[src/rtl/mul_rsv_pkg.sv]
// Types and helpers shared by the multiplier and add/sub reservation stations.
package mul_rsv_pkg;

  localparam int unsigned RSV_BW_DATA = 32;
  localparam int unsigned RSV_BW_TAG  = 3;

  typedef logic [RSV_BW_TAG-1:0]  tag_t;
  typedef logic [RSV_BW_DATA-1:0] data_t;

  localparam tag_t TAG_NONE = '0;

  typedef struct packed {
    logic            valid;
    tag_t  [1:0]     q;
    data_t [1:0]     v;
  } rsv_entry_t;

  // Tag 0 means "operand already valid", so it can never match a broadcast.
  function automatic logic cdb_hit(input logic cdb_valid, input tag_t cdb_tag, input tag_t q);
    return cdb_valid && (q != TAG_NONE) && (q == cdb_tag);
  endfunction

endpackage

[src/rtl/rsv_entry.sv]
// One reservation-station slot: operand tags/values, CDB snoop and dispatch-time bypass.
module rsv_entry
  import mul_rsv_pkg::*;
(
  input  logic                       clk,
  input  logic                       rst_n,
  input  logic                       i_load,
  input  logic                       i_free,
  input  logic [2*RSV_BW_TAG-1:0]    i_disp_Q_flatten,
  input  logic [2*RSV_BW_DATA-1:0]   i_disp_V_flatten,
  input  logic                       i_cdb_valid,
  input  logic [RSV_BW_TAG-1:0]      i_cdb_tag,
  input  logic [RSV_BW_DATA-1:0]     i_cdb_wdata,
  output logic                       o_valid,
  output logic                       o_rdy,
  output logic [2*RSV_BW_DATA-1:0]   o_V_flatten
);

  rsv_entry_t entry_q, entry_d;

  always_comb begin
    entry_d = entry_q;
    if (i_load) begin
      entry_d.valid = 1'b1;
      for (int k = 0; k < 2; k++) begin
        entry_d.q[k] = i_disp_Q_flatten[k*RSV_BW_TAG +: RSV_BW_TAG];
        entry_d.v[k] = i_disp_V_flatten[k*RSV_BW_DATA +: RSV_BW_DATA];
        // Producer broadcasting in the dispatch cycle would otherwise be missed.
        if (cdb_hit(i_cdb_valid, i_cdb_tag, entry_d.q[k])) begin
          entry_d.q[k] = TAG_NONE;
          entry_d.v[k] = i_cdb_wdata;
        end
      end
    end else if (i_free) begin
      entry_d.valid = 1'b0;
    end else if (entry_q.valid) begin
      for (int k = 0; k < 2; k++) begin
        if (cdb_hit(i_cdb_valid, i_cdb_tag, entry_q.q[k])) begin
          entry_d.q[k] = TAG_NONE;
          entry_d.v[k] = i_cdb_wdata;
        end
      end
    end
  end

  always_ff @(posedge clk or negedge rst_n) begin
    if (!rst_n) begin
      entry_q <= '0;
    end else begin
      entry_q <= entry_d;
    end
  end

  assign o_valid     = entry_q.valid;
  assign o_rdy       = entry_q.valid && (entry_q.q[0] == TAG_NONE) && (entry_q.q[1] == TAG_NONE);
  assign o_V_flatten = entry_q.v;

endmodule

[src/rtl/mul_reservation_station.sv]
// Multiplier reservation station: allocates entries on dispatch, snoops the CDB and issues
// the lowest-index ready entry through a one-deep output register.
module mul_reservation_station
  import mul_rsv_pkg::*;
#(
  parameter int unsigned BW_PROCESSOR_DATA = RSV_BW_DATA,
  parameter int unsigned BW_TAG            = RSV_BW_TAG,
  parameter int unsigned N_ENTRY           = 3,
  parameter int unsigned TAG_BASE          = 1
) (
  input  logic                           clk,
  input  logic                           rst_n,
  input  logic                           i_disp_valid,
  output logic                           o_disp_ready,
  input  logic [2*BW_TAG-1:0]            i_disp_Q_flatten,
  input  logic [2*BW_PROCESSOR_DATA-1:0] i_disp_V_flatten,
  output logic [BW_TAG-1:0]              o_disp_tag,
  input  logic                           i_cdb_valid,
  input  logic [BW_TAG-1:0]              i_cdb_tag,
  input  logic [BW_PROCESSOR_DATA-1:0]   i_cdb_wdata,
  output logic                           o_issue_valid,
  input  logic                           i_issue_ready,
  output logic [BW_TAG-1:0]              o_issue_tag,
  output logic [2*BW_PROCESSOR_DATA-1:0] o_issue_V_flatten
);

  logic [N_ENTRY-1:0]             ent_valid;
  logic [N_ENTRY-1:0]             ent_rdy;
  logic [N_ENTRY-1:0]             ent_load;
  logic [N_ENTRY-1:0]             ent_free;
  logic [2*BW_PROCESSOR_DATA-1:0] ent_v [N_ENTRY];

  logic                           free_found;
  logic [N_ENTRY-1:0]             free_oh;
  logic [BW_TAG-1:0]              free_tag;

  logic                           rdy_found;
  logic [N_ENTRY-1:0]             rdy_oh;
  logic [BW_TAG-1:0]              rdy_tag;
  logic [2*BW_PROCESSOR_DATA-1:0] rdy_v;

  logic                           disp_fire;
  logic                           issue_load;

  logic                           issue_valid_q, issue_valid_d;
  logic [BW_TAG-1:0]              issue_tag_q, issue_tag_d;
  logic [2*BW_PROCESSOR_DATA-1:0] issue_v_q, issue_v_d;

  for (genvar g = 0; g < N_ENTRY; g++) begin : g_entry
    rsv_entry u_entry (
      .clk              (clk),
      .rst_n            (rst_n),
      .i_load           (ent_load[g]),
      .i_free           (ent_free[g]),
      .i_disp_Q_flatten (i_disp_Q_flatten),
      .i_disp_V_flatten (i_disp_V_flatten),
      .i_cdb_valid      (i_cdb_valid),
      .i_cdb_tag        (i_cdb_tag),
      .i_cdb_wdata      (i_cdb_wdata),
      .o_valid          (ent_valid[g]),
      .o_rdy            (ent_rdy[g]),
      .o_V_flatten      (ent_v[g])
    );
  end

  // Lowest-index free entry; derived from entry registers only.
  always_comb begin
    free_found = 1'b0;
    free_oh    = '0;
    free_tag   = BW_TAG'(TAG_BASE);
    for (int unsigned i = 0; i < N_ENTRY; i++) begin
      if (!ent_valid[i] && !free_found) begin
        free_found = 1'b1;
        free_oh[i] = 1'b1;
        free_tag   = BW_TAG'(TAG_BASE + i);
      end
    end
  end

  // Lowest-index entry with both operands ready (index order, not age).
  always_comb begin
    rdy_found = 1'b0;
    rdy_oh    = '0;
    rdy_tag   = '0;
    rdy_v     = '0;
    for (int unsigned i = 0; i < N_ENTRY; i++) begin
      if (ent_rdy[i] && !rdy_found) begin
        rdy_found = 1'b1;
        rdy_oh[i] = 1'b1;
        rdy_tag   = BW_TAG'(TAG_BASE + i);
        rdy_v     = ent_v[i];
      end
    end
  end

  assign disp_fire  = i_disp_valid && free_found;
  assign issue_load = (!issue_valid_q || i_issue_ready) && rdy_found;
  assign ent_load   = {N_ENTRY{disp_fire}} & free_oh;
  assign ent_free   = {N_ENTRY{issue_load}} & rdy_oh;

  always_comb begin
    issue_valid_d = issue_valid_q;
    issue_tag_d   = issue_tag_q;
    issue_v_d     = issue_v_q;
    if (issue_load) begin
      issue_valid_d = 1'b1;
      issue_tag_d   = rdy_tag;
      issue_v_d     = rdy_v;
    end else if (i_issue_ready) begin
      issue_valid_d = 1'b0;
    end
  end

  always_ff @(posedge clk or negedge rst_n) begin
    if (!rst_n) begin
      issue_valid_q <= 1'b0;
      issue_tag_q   <= '0;
      issue_v_q     <= '0;
    end else begin
      issue_valid_q <= issue_valid_d;
      issue_tag_q   <= issue_tag_d;
      issue_v_q     <= issue_v_d;
    end
  end

  assign o_disp_ready      = free_found;
  assign o_disp_tag        = free_tag;
  assign o_issue_valid     = issue_valid_q;
  assign o_issue_tag       = issue_tag_q;
  assign o_issue_V_flatten = issue_v_q;

endmodule
[config.mk]
export PLATFORM = sky130hd
export DESIGN_NAME = mul_reservation_station
export DESIGN_NICKNAME = d
export VERILOG_FILES = /design/src/rtl/mul_rsv_pkg.sv /design/src/rtl/rsv_entry.sv /design/src/rtl/mul_reservation_station.sv
export SDC_FILE = /design/constraint.sdc
export NUM_CORES = 1
export LEC_CHECK = 0
export CORE_AREA = 10 10 235 237
export DETAILED_ROUTE_END_ITERATION = 7
export DIE_AREA = 0 0 245 247
export GPL_ROUTABILITY_DRIVEN = 0
export GPL_TIMING_DRIVEN = 0
export HOLD_SLACK_MARGIN = 0.05
export SYNTH_ARGS = -nofsm -noshare
export SYNTH_HDL_FRONTEND = slang
export SYNTH_HIERARCHICAL = 1
export SYNTH_SLANG_ARGS = --single-unit
[constraint.sdc]
create_clock -name clk -period 4 [get_ports clk]
set_input_delay 0.6 -clock clk [delete_from_list [all_inputs] [get_ports clk]]
set_output_delay 0.6 -clock clk [all_outputs]
set_load 0.02 [all_outputs]
==> metrics.md, run 1 <==
| Metric | Value |
|---|---|
| Max-Cap Viols | 0 |
| Final Cycle Share | between 90% and 100% |
| Setup crit start kind | register |
| Final ANT Viol Nets | 0 |
| Max Freq | 0.2600 GHz |
| Reg clk slew, reported paths | roughly 0.07 ns |
| Routed length per instance | 22.15 um |
| Syn Inst Count | 1620 |
| Routed WL | 56310 um |
| Largest family of logic cells by synthesized area | multiplexers |
| First-pass GRT wire length | 85140 um |
| Share of cells above drive strength 1 | approximately 29% |
| Die width | 245 um |
| Type of the tightest min-delay check | in -> reg |
| Vias per inst | 5.061 |
| Vias post-DR | 12870 |
| Static Leak | 9.150 nW |
| Cell row count | 83 |
| CTS max path bufs | 3 |
| Remaining Overflow, GRT | 0 |
| Port bufs | ~180 |
| Pins over their slew limit | 0 |
| Number of library cell types mapped by synthesis | 47 |
| Setup Skew | 0.01681 ns |
| Worst-path maximum fanout | 10 |
| DRC | 0 |
| Worst Path Class, Setup | reg -> reg |
| Largest net degree at the start of global routing | 104 |
| # nets final | 1945 |
| Seq/Total Area, Yosys | about two fifths |
| Pwr/cell area | 775.8 nW/um^2 |
| Slew headroom | between 20 and 30% |
| Syn_area_per_cell | 10.78 sq um |
| Endpoint type of the worst setup path | register |
| Worst VDD drop | 371.5 uV |
| Status | finished clean |
| Die area | 60520 sq um |
| Post-Synthesis Cell Area | 17460 sq um |
| Tmin final | 3.846 ns |
| H-tree depth | 1 |
| Area grow syn2layout | 22.02% |
| TritonCTS Sinks | 280 |
| Hpwl dp | 40410 um |
| Final setup fails | 0 |
| Synth warn | 6 |
| I/O pins | 182 |
| Compound-Gate Fraction of Synth Area | under 10% |
| Initial antenna violation count | 7 |
| Number of global-route vias before repair | 13490 |
| Power Total | 16.52 mW |
| Setup TNS | 0 ns |
| CTS buffer count | 31 |
| Most frequent cells in the layout | mux2i_1, dfrtp_1, buf_4, mux2_2, clkdlybuf4s50_1 |
| Die H | 247 um |
| Worst EP required | roughly 4.5 ns |
| Simple-gate area share of the yosys netlist | under 10% |
| Post-synthesis mux area share | 28.90% |
| Worst Tran Pin Value | about 1.1 ns |
| Synth Area in XOR/XNOR | 1.204% |
| Hold path cells | 4 |
| Core box area | 50680 sq um |
| Clock root buffer | clkbuf_16 |
| Worst Path Arrival | 4.29 ns |
| FILL cells | around 5000 |
| Post-Synth Adder-Cell Area | 0% |
| R2R depth | 9 |
| Starting density of the core | 34.45% |
| CTS tree | done |
| First-pass DRT Iterations | 4 |
| RSZ-0062 raised after global routing | no |
| Gr usage total | a little under a fifth |
| DR iter-0 viols | 949 |
| Final hold violation count | 0 |
| Most common cell after layout, fill and taps aside | mux2i_1 |
| Worst skew pair latency | 0.58 ns |
| Synthesis-stage register bit count | 280 |
power by group:
part           switching, mW  total (mW)  internal [mW]  leakage (nW)
Combinational           3.96        8.28           4.31          5.21
Sequential             0.972        5.27           4.30          3.43
Clock                   1.23        2.98           1.75         0.510
Total                   6.17        16.5           10.4          9.15
worst max-delay path, stage by stage, from the launching register on:
cell and delay [ns]:
dfrtp_1 0.50, or4b_2 0.65, nor4_2 0.21, clkbuf_1 0.51
and2_1 0.21, inv_1 0.05, and3_1 0.21, a31oi_2 0.54
buf_2 0.44, mux2_2 0.38
cells by family (layout without fill, tap and decap cells):
family	count (synthesis)	in the layout
AND/OR/NAND/NOR	266	266
XOR/XNOR	24	24
buffers and inverters	322	559
other	1	6
flip-flops	280	280
multiplexers	480	480
AO/OA/AOI/OAI	247	247
per-layer routing:
layer  track usage (%)  up-vias  routed length [um]
li1                  -     6013                   -
met5                 0        -                  51
met4             5.260        8                1456
met2             29.82      301               26220
met1             24.35     6465               25710
met3             2.967       79                2873
metrics by stage:
| stage | hold WS, ns | setup slack (ns) | instance area, sq um | utilization [%] | cells |
|---|---|---|---|---|---|
| finish | 0.4350 | 0.1544 | 21300 | 42.03 | 2542 |
| global route | 0.4697 | 0.002609 | 21290 | 42.02 | 2539 |
| CTS | 0.4092 | 0.03981 | 21280 | 41.99 | 2538 |
| detailed placement | 0.4855 | -0.7847 | 20190 | 39.85 | 2482 |
| global placement | 0.4881 | -10.78 | 20070 | 39.61 | 2477 |
| floorplan | 0.3044 | 0.3327 | 17460 | - | 1621 |
synth_stat cells, drive strengths merged:
library cell	count	share of area [%]
or2	1	0.036
conb	1	0.021
o21ai	73	2.1
clkbuf	33	0.71
nor2b	67	2.4
o2111ai	3	0.15
and3	3	0.11
a2bb2oi	1	0.050
a21o	3	0.13
o22ai	6	0.22
xnor2	21	1.1
and2	6	0.24
a31oi	3	0.11
nor3	67	1.9
a221oi	1	0.050
o31a	3	0.15
o22a	1	0.050
buf	283	12
mux2	192	12
a211o	3	0.15
nand3	10	0.29
o21ba	3	0.17
inv	6	0.13
or4b	3	0.17
o31ai	4	0.20
a21oi	70	2.2
a22o	72	3.6
nand4	3	0.11
nor4	3	0.11
mux2i	288	17
nor2	8	0.17
dfrtp	280	40
nand2b	2	0.072
or3b	3	0.15
nor3b	4	0.17
nand2	86	1.8
a21boi	1	0.043
xor2	3	0.15
sequential cells by signal, summed over array words and instances, names as in the netlist:
signal / flops
o_issue_V_flatten: 64
g_entry.u_entry/entry_q: 18
o_issue_valid: 1
g_entry.u_entry/o_V_flatten: 192
o_issue_tag: 2
g_entry.u_entry/o_valid: 3
what timing repair did:
action / 4_1_cts / 5_1_grt
setup endpoints to repair: 210 / 27
pin swaps: 1 / 0
hold buffers: 1 / 0
hold endpoints to repair: 28 / 0
resized for setup: 7 / 1
buffers inserted: 1 / 0
final cells by class:
| cell class | instances | area [sq um] | share of cell area (%) |
|---|---|---|---|
| sequential | 280 | 7007 | 32.89 |
| clock inverter | 15 | 183.9 | 0.8635 |
| inverter | 6 | 22.52 | 0.1057 |
| clock buffer | 41 | 853.3 | 4.006 |
| timing repair buffer | 183 | 1882 | 8.835 |
| tap | 680 | 850.8 | 3.994 |
| multi-input combinational | 1019 | 8323 | 39.07 |
| buffer | 314 | 2168 | 10.18 |
| antenna | 4 | 10.01 | 0.04699 |
final timing paths:
kind,startpoint,to,slack [ns]
min in group asynchronous,rst_n,g_entry[0].u_entry/o_V_flatten[57],0.48
max,g_entry[1].u_entry/o_valid,g_entry[1].u_entry/o_V_flatten[43],0.15
max reg2reg,g_entry[1].u_entry/o_valid,g_entry[1].u_entry/o_V_flatten[43],0.15
min,i_cdb_tag[0],g_entry[0].u_entry/entry_q[64],0.44
max in group asynchronous,rst_n,g_entry[0].u_entry/o_V_flatten[17],2.35
min reg2reg,o_issue_V_flatten[27],o_issue_V_flatten[27],0.50
Note: power is estimated with default switching activity, not from simulation.
==> run 2: changes to the inputs <==
Clock period 4 ns to 3.18 ns, I/O delays scaled along.
==> run 2 against run 1 <==
Net effect: combinational power rose by 30%; routed wire length up 3.6%; final area rose by 2.4%; via count up 2.1%; sequential power is 26% higher; core utilization rose by 1.0 points; clock power grew 40%; non-clock buffer count rose by 19; final cell count up 0.90%; register-to-register slack lost 0.05 ns; maximum frequency increased by 25%; sequential share of layout area is 0.77 points lower; critical path type unchanged; largest cell class unchanged; largest power group unchanged.
==> metrics.md, run 2 (synthesized netlist as in run 1, its figures left out) <==
| Metric | Value |
|---|---|
| Pwr/cell area | 992.0 nW/um^2 (+28%) |
| Reg clk slew, reported paths | 0.06 ns (about the same) |
| Status | finished clean |
| Worst Path Arrival | 3.51 ns (-0.78 ns) |
| Final Cycle Share | 96.71% (+0.57 points) |
| Cell row count | 83 (unchanged) |
| Max reg flops | 192 (unchanged) |
| Die area | 60520 sq um (unchanged) |
| Most common cell after layout, fill and taps aside | mux2i_1 |
| Remaining Overflow, GRT | 0 (unchanged) |
| # nets final | 1968 (+1.2%) |
| TritonCTS Sinks | 280 (unchanged) |
| First-pass GRT wire length | 87560 um (+2.8%) |
| First-pass DRT Iterations | 7 (+3) |
| Slowest-stage cell, CP | or4b_2 |
| Final ANT Viol Nets | 0 (unchanged) |
| Placed cells | 2479 (-0.12%) |
| Crit-path cells | or4b_2, nor4_4, buf_6, buf_4, buf_4, clkbuf_1, nor2b_1, nor3_1, a22o_1 |
| Max-Cap Viols | 0 (unchanged) |
| Clock root buffer | clkbuf_16 |
| DRC | 0 (unchanged) |
| Net Sw Power | 8.074 mW (+31%) |
| Hpwl dp | 40470 um (+0.16%) |
| Area grow syn2layout | 24.98% |
| Vias post-DR | 13130 (+2.1%) |
| Pins over their slew limit | 0 (unchanged) |
| Logic gate share of total power | 50.0% (about the same) |
| Worst-path maximum fanout | 10 (unchanged) |
| Sw Ratio | 37.31% (about the same) |
| Die H | 247 um (unchanged) |
| R2R depth | 9 (unchanged) |
| Setup Skew | 0.02011 ns (+0.003295 ns) |
| Tmin final | 3.076 ns (-0.7701 ns) |
| Port bufs | 176 (unchanged) |
| RSZ-0062 raised after global routing | yes |
| I/O pins | 182 (unchanged) |
| CTS max path bufs | 3 (unchanged) |
| Type of the tightest min-delay check | in -> reg |
| Most used cell, CP | buf_4 |
| Hold path cells | 4 (unchanged) |
| Number of global-route vias before repair | 13700 (+1.6%) |
| CTS tree | done |
| Setup TNS | 0 ns (unchanged) |
| Cell Count, Final, Fillers Out | 2565 (+0.90%) |
| Worst Tran Pin Value | 1.057 ns (-0.02186 ns) |
| H-tree depth | 2 (+1) |
| Worst setup margin | 0.1045 ns (-0.04992 ns) |
| Setup crit start kind | register |
| Gr usage total | 19.01% (+0.81 points) |
| Worst EP required | 3.62 ns (-0.83 ns) |
| Share of cells above drive strength 1 | 29.83% (+1.3 points) |
| Final hold violation count | 0 (unchanged) |
| Critical path's largest stage delay | 0.73 ns (+0.08 ns) |
| DR iter-0 viols | 801 (-16%) |
| Worst Path Class, Setup | reg -> reg |
| Dpl ws | -1.403 ns (-0.6186 ns) |
| Max Freq | 0.3252 GHz (+25%) |
| Int Pwr | 13.57 mW (+31%) |
| Worst VDD drop | 447.2 uV (+20%) |
| Static Leak | 9.416 nW (+2.9%) |
| Starting density of the core | 34.45% (unchanged) |
| Final setup fails | 0 (unchanged) |
| Core box area | 50680 sq um (unchanged) |
| Slew headroom | 29.56% (+1.5 points) |
| Clk pwr share | 19.3% (+1.3 points) |
| CTS buffer count | 35 (+13%) |
| Routed WL | 58310 um (+3.6%) |
| Reg power frac | 30.7% (-1.2 points) |
| Worst skew pair latency | 0.56 ns (-0.02 ns) |
| Routed length per instance | 22.73 um (+2.6%) |
| Reg2reg setup slack | 0.10 ns (-0.05 ns) |
| Most frequent cells in the layout | mux2i_1, dfrtp_1, buf_4, mux2_2, clkdlybuf4s50_1 |
| Endpoint type of the worst setup path | register |
| Die width | 245 um (unchanged) |
| Vias per inst | 5.120 (+1.2%) |
| Largest net degree at the start of global routing | 117 (+13%) |
| Initial antenna violation count | 2 (-5) |
run 2: cell types whose count changed in the layout (fill, tap and decap cells not counted), sizes merged:
cell      delta
clkinvlp     -2
clkinv       -1
inv          +1
bufinv       -1
diode        -3
buf         +18
clkbuf      +11
run 2: worst max-delay path: cells and delay by family (launching register included):
family / cells / cell delay (ns)
buf+inv: 4 / 1.03
compound gates: 1 / 0.23
simple gates: 4 / 1.29
flops: 1 / 0.41
run 2: final cells by class:
| class | count | area (sq um) |
|---|---|---|
| diodes | 1 | 2.502 |
| fillers | 4908 | 28860 |
| well taps | 680 | 850.8 |
| multi-input cells | 1019 | 8373 |
| clock inverters | 12 | 153.9 |
| flip-flops and latches | 280 | 7008 |
| clock buffers | 51 | 1027 |
| repair buffers | 203 | 2063 |
| inverters | 6 | 22.52 |
| plain buffers | 313 | 2316 |
run 2: path summary, 6_finish.rpt:
path | startpoint | to
setup / recovery | g_entry[0].u_entry/entry_q[68] | o_issue_V_flatten[52]
hold / removal | i_cdb_tag[0] | g_entry[2].u_entry/entry_q[64]
setup reg to reg | g_entry[0].u_entry/entry_q[68] | o_issue_V_flatten[52]
hold reg to reg | g_entry[0].u_entry/o_V_flatten[55] | g_entry[0].u_entry/o_V_flatten[55]
max in group asynchronous | rst_n | g_entry[2].u_entry/o_V_flatten[52]
min in group asynchronous | rst_n | o_issue_V_flatten[27]
run 2: repair_timing:
| item | in CTS | in global routing |
|---|---|---|
| hold buffers | 1 | 0 |
| pin swaps | 6 | 0 |
| buffers inserted | 17 | 6 |
| setup endpoints to repair | 265 | 182 |
| cloned | 1 | 0 |
| endpoints found under the hold margin | 81 | 0 |
| resized for setup | 52 | 18 |
run 2: per-layer routing:
metal	GRT usage (%)	up-vias	part of all wire, %
met5	0	-	0.012
met4	6.100	2	2.9
met3	4.025	88	4.9
met2	31.00	327	47
met1	24.74	6664	45
li1	-	6052	-
run 2: stage by stage:
stage	utilization (%)	hold WS [ns]	power, mW	cell area (sq um)
after floorplan	-	0.1814	13.58	17490
after global placement	39.67	0.4873	16.87	20100
after detailed placement	39.78	0.4935	17.12	20160
after CTS	42.83	0.3268	21.68	21700
after global routing	43.05	0.3593	22.93	21810
final	43.05	0.3472	21.64	21820
run 2: power groups by stage:
stage	sequential [mW]	combinational [mW]	clock, mW
floorplan	6.77	6.81	0
global placement	6.63	10.2	0
detailed placement	6.66	10.5	0
CTS	6.64	10.8	4.25
global route	6.87	11.7	4.40
finish	6.65	10.8	4.17
==> RTL change (flow settings as in run 2) <==
Change the parameter `N_ENTRY` from 3 to 5.
--- a/src/rtl/mul_reservation_station.sv
+++ b/src/rtl/mul_reservation_station.sv
@@ -5,7 +5,7 @@
 #(
   parameter int unsigned BW_PROCESSOR_DATA = RSV_BW_DATA,
   parameter int unsigned BW_TAG            = RSV_BW_TAG,
-  parameter int unsigned N_ENTRY           = 3,
+  parameter int unsigned N_ENTRY           = 5,
   parameter int unsigned TAG_BASE          = 1
 ) (
   input  logic                           clk,
Formal check against the unedited RTL: not equivalent (Yosys sat finds a counterexample within 4 cycles, from zero or initial values and one cycle with rst_n low).
==> RTL change against run 2 <==
- sequential cell count increased by 143
- fmax shrank 2.0%
- clock power up 39%
- area after synthesis rose by 48%
- worst setup slack worse by 0.063 ns
- power increased by 48%
- wire length increased by 39%
- clock skew fell by 0.0059 ns
- synthesized cell count grew 40%
- final area rose by 46%
- critical endpoint is now g_entry[1].u_entry/o_V_flatten[52]
- largest power group unchanged
==> RTL change: results (changes against run 2) <==
\begin{tabular}{lr}
\hline
Metric & Value \\
\hline
\multicolumn{2}{l}{\textbf{Power and ir drop}} \\
\quad Clock Power Share & 18.0\% (-1.3 points) \\
\quad Switch Pwr & 11.5 mW (+43\%) \\
\quad Static Leak & 13.5 nW (+43\%) \\
\quad Maximum vdd ir drop & 508 uV (+14\%) \\
\multicolumn{2}{l}{\textbf{Placement}} \\
\quad I/O Buffers & 179 (+1.7\%) \\
\quad Detailed-placement wirelength estimate & 54600 um (+35\%) \\
\quad Area post-placement & 0.0286 mm2 (+42\%) \\
\multicolumn{2}{l}{\textbf{Synthesis}} \\
\quad Most instantiated cells after synthesis & sky130\_fd\_sc\_hd\_\_mux2\_2, sky130\_fd\_sc\_hd\_\_dfrtp\_1, sky130\_fd\_sc\_hd\_\_buf\_4 \\
\quad Post-synthesis mux area share & 28.0\% (-0.93 points) \\
\multicolumn{2}{l}{\textbf{Setup path}} \\
\quad Cell depth of the worst flop-to-flop path & 11 (+2) \\
\quad Start point of the critical path & g\_entry[1].u\_entry/entry\_q[68] \\
\quad Max Fanout on Critical Path & 19 (+9) \\
\quad Critical-path cell with the highest stage delay & sky130\_fd\_sc\_hd\_\_or4b\_4 \\
\quad Largest stage delay on the critical path & 0.54 ns (-0.19 ns) \\
\quad Worst R2R End & g\_entry[1].u\_entry/o\_V\_flatten[52] \\
\quad Register-to-Register Setup Slack & 0.04 ns (-0.06 ns) \\
\multicolumn{2}{l}{\textbf{Detailed routing}} \\
\quad DRT Wirelength & 81100 um (+39\%) \\
\quad Average via count per standard cell & 5.63 (+9.9\%) \\
\multicolumn{2}{l}{\textbf{Finish}} \\
\quad Non-clock buffer count & 725 (+41\%) \\
\quad Fill cell count & 4179 (-15\%) \\
\quad Final net count & 2691 (+37\%) \\
\quad Non-clock inverter count & 17 (+11) \\
\quad Proportion of final cell area spent on non-clock buffers & 20.3\% (+0.25 points) \\
\multicolumn{2}{l}{\textbf{Outcome}} \\
\quad Run status & finished, final reports clean \\
\multicolumn{2}{l}{\textbf{Global routing}} \\
\quad Number of antenna violations at the first check in global routing & 1 (-1) \\
\multicolumn{2}{l}{\textbf{Min path}} \\
\quad Classification of the worst-slack hold path & flip-flop to flip-flop \\
\quad Min-delay src & o\_issue\_V\_flatten[26] \\
\multicolumn{2}{l}{\textbf{CTS}} \\
\quad Clock buffer count from CTS & 50 (+43\%) \\
\quad Setup fix buffers added after clock tree synthesis & 64 (+47) \\
\hline
\end{tabular}
-- RTL change: cell count changes after synthesis, sizes merged, moves of 62 or more --
| cell | before | now |
|---|---|---|
| a21oi | 70 | 142 |
| nor3 | 67 | 2 |
| mux2i | 288 | 0 |
| nand3b | 0 | 64 |
| mux2 | 192 | 640 |
| dfrtp | 280 | 423 |
| buf | 283 | 422 |
| a211oi | 0 | 62 |
-- RTL change: through the flow --
step                      TNS [ns]  setup slack (ns)
after floorplan            -0.0895          -0.00447
after global placement    -8030.04            -18.20
after detailed placement   -373.48             -1.80
after CTS                   -0.824           -0.0897
after global routing        -0.209           -0.0205
final                            0            0.0417
-- RTL change: logic make-up after synthesis --
logic type,count (synthesis)
mux,640
buf+inv,477
flops,423
compound gates,422
simple gates,262
xor+xnor,40
-- RTL change: routing by layer --
layer / up-vias / global-route usage, % / wire length, um
li1: 8440 / - / -
met1: 9595 / 34.0 / 35600
met2: 426 / 44.5 / 39900
met3: 116 / 3.84 / 3280
met4: 0 / 9.15 / 2260
met5: - / 0 / 0
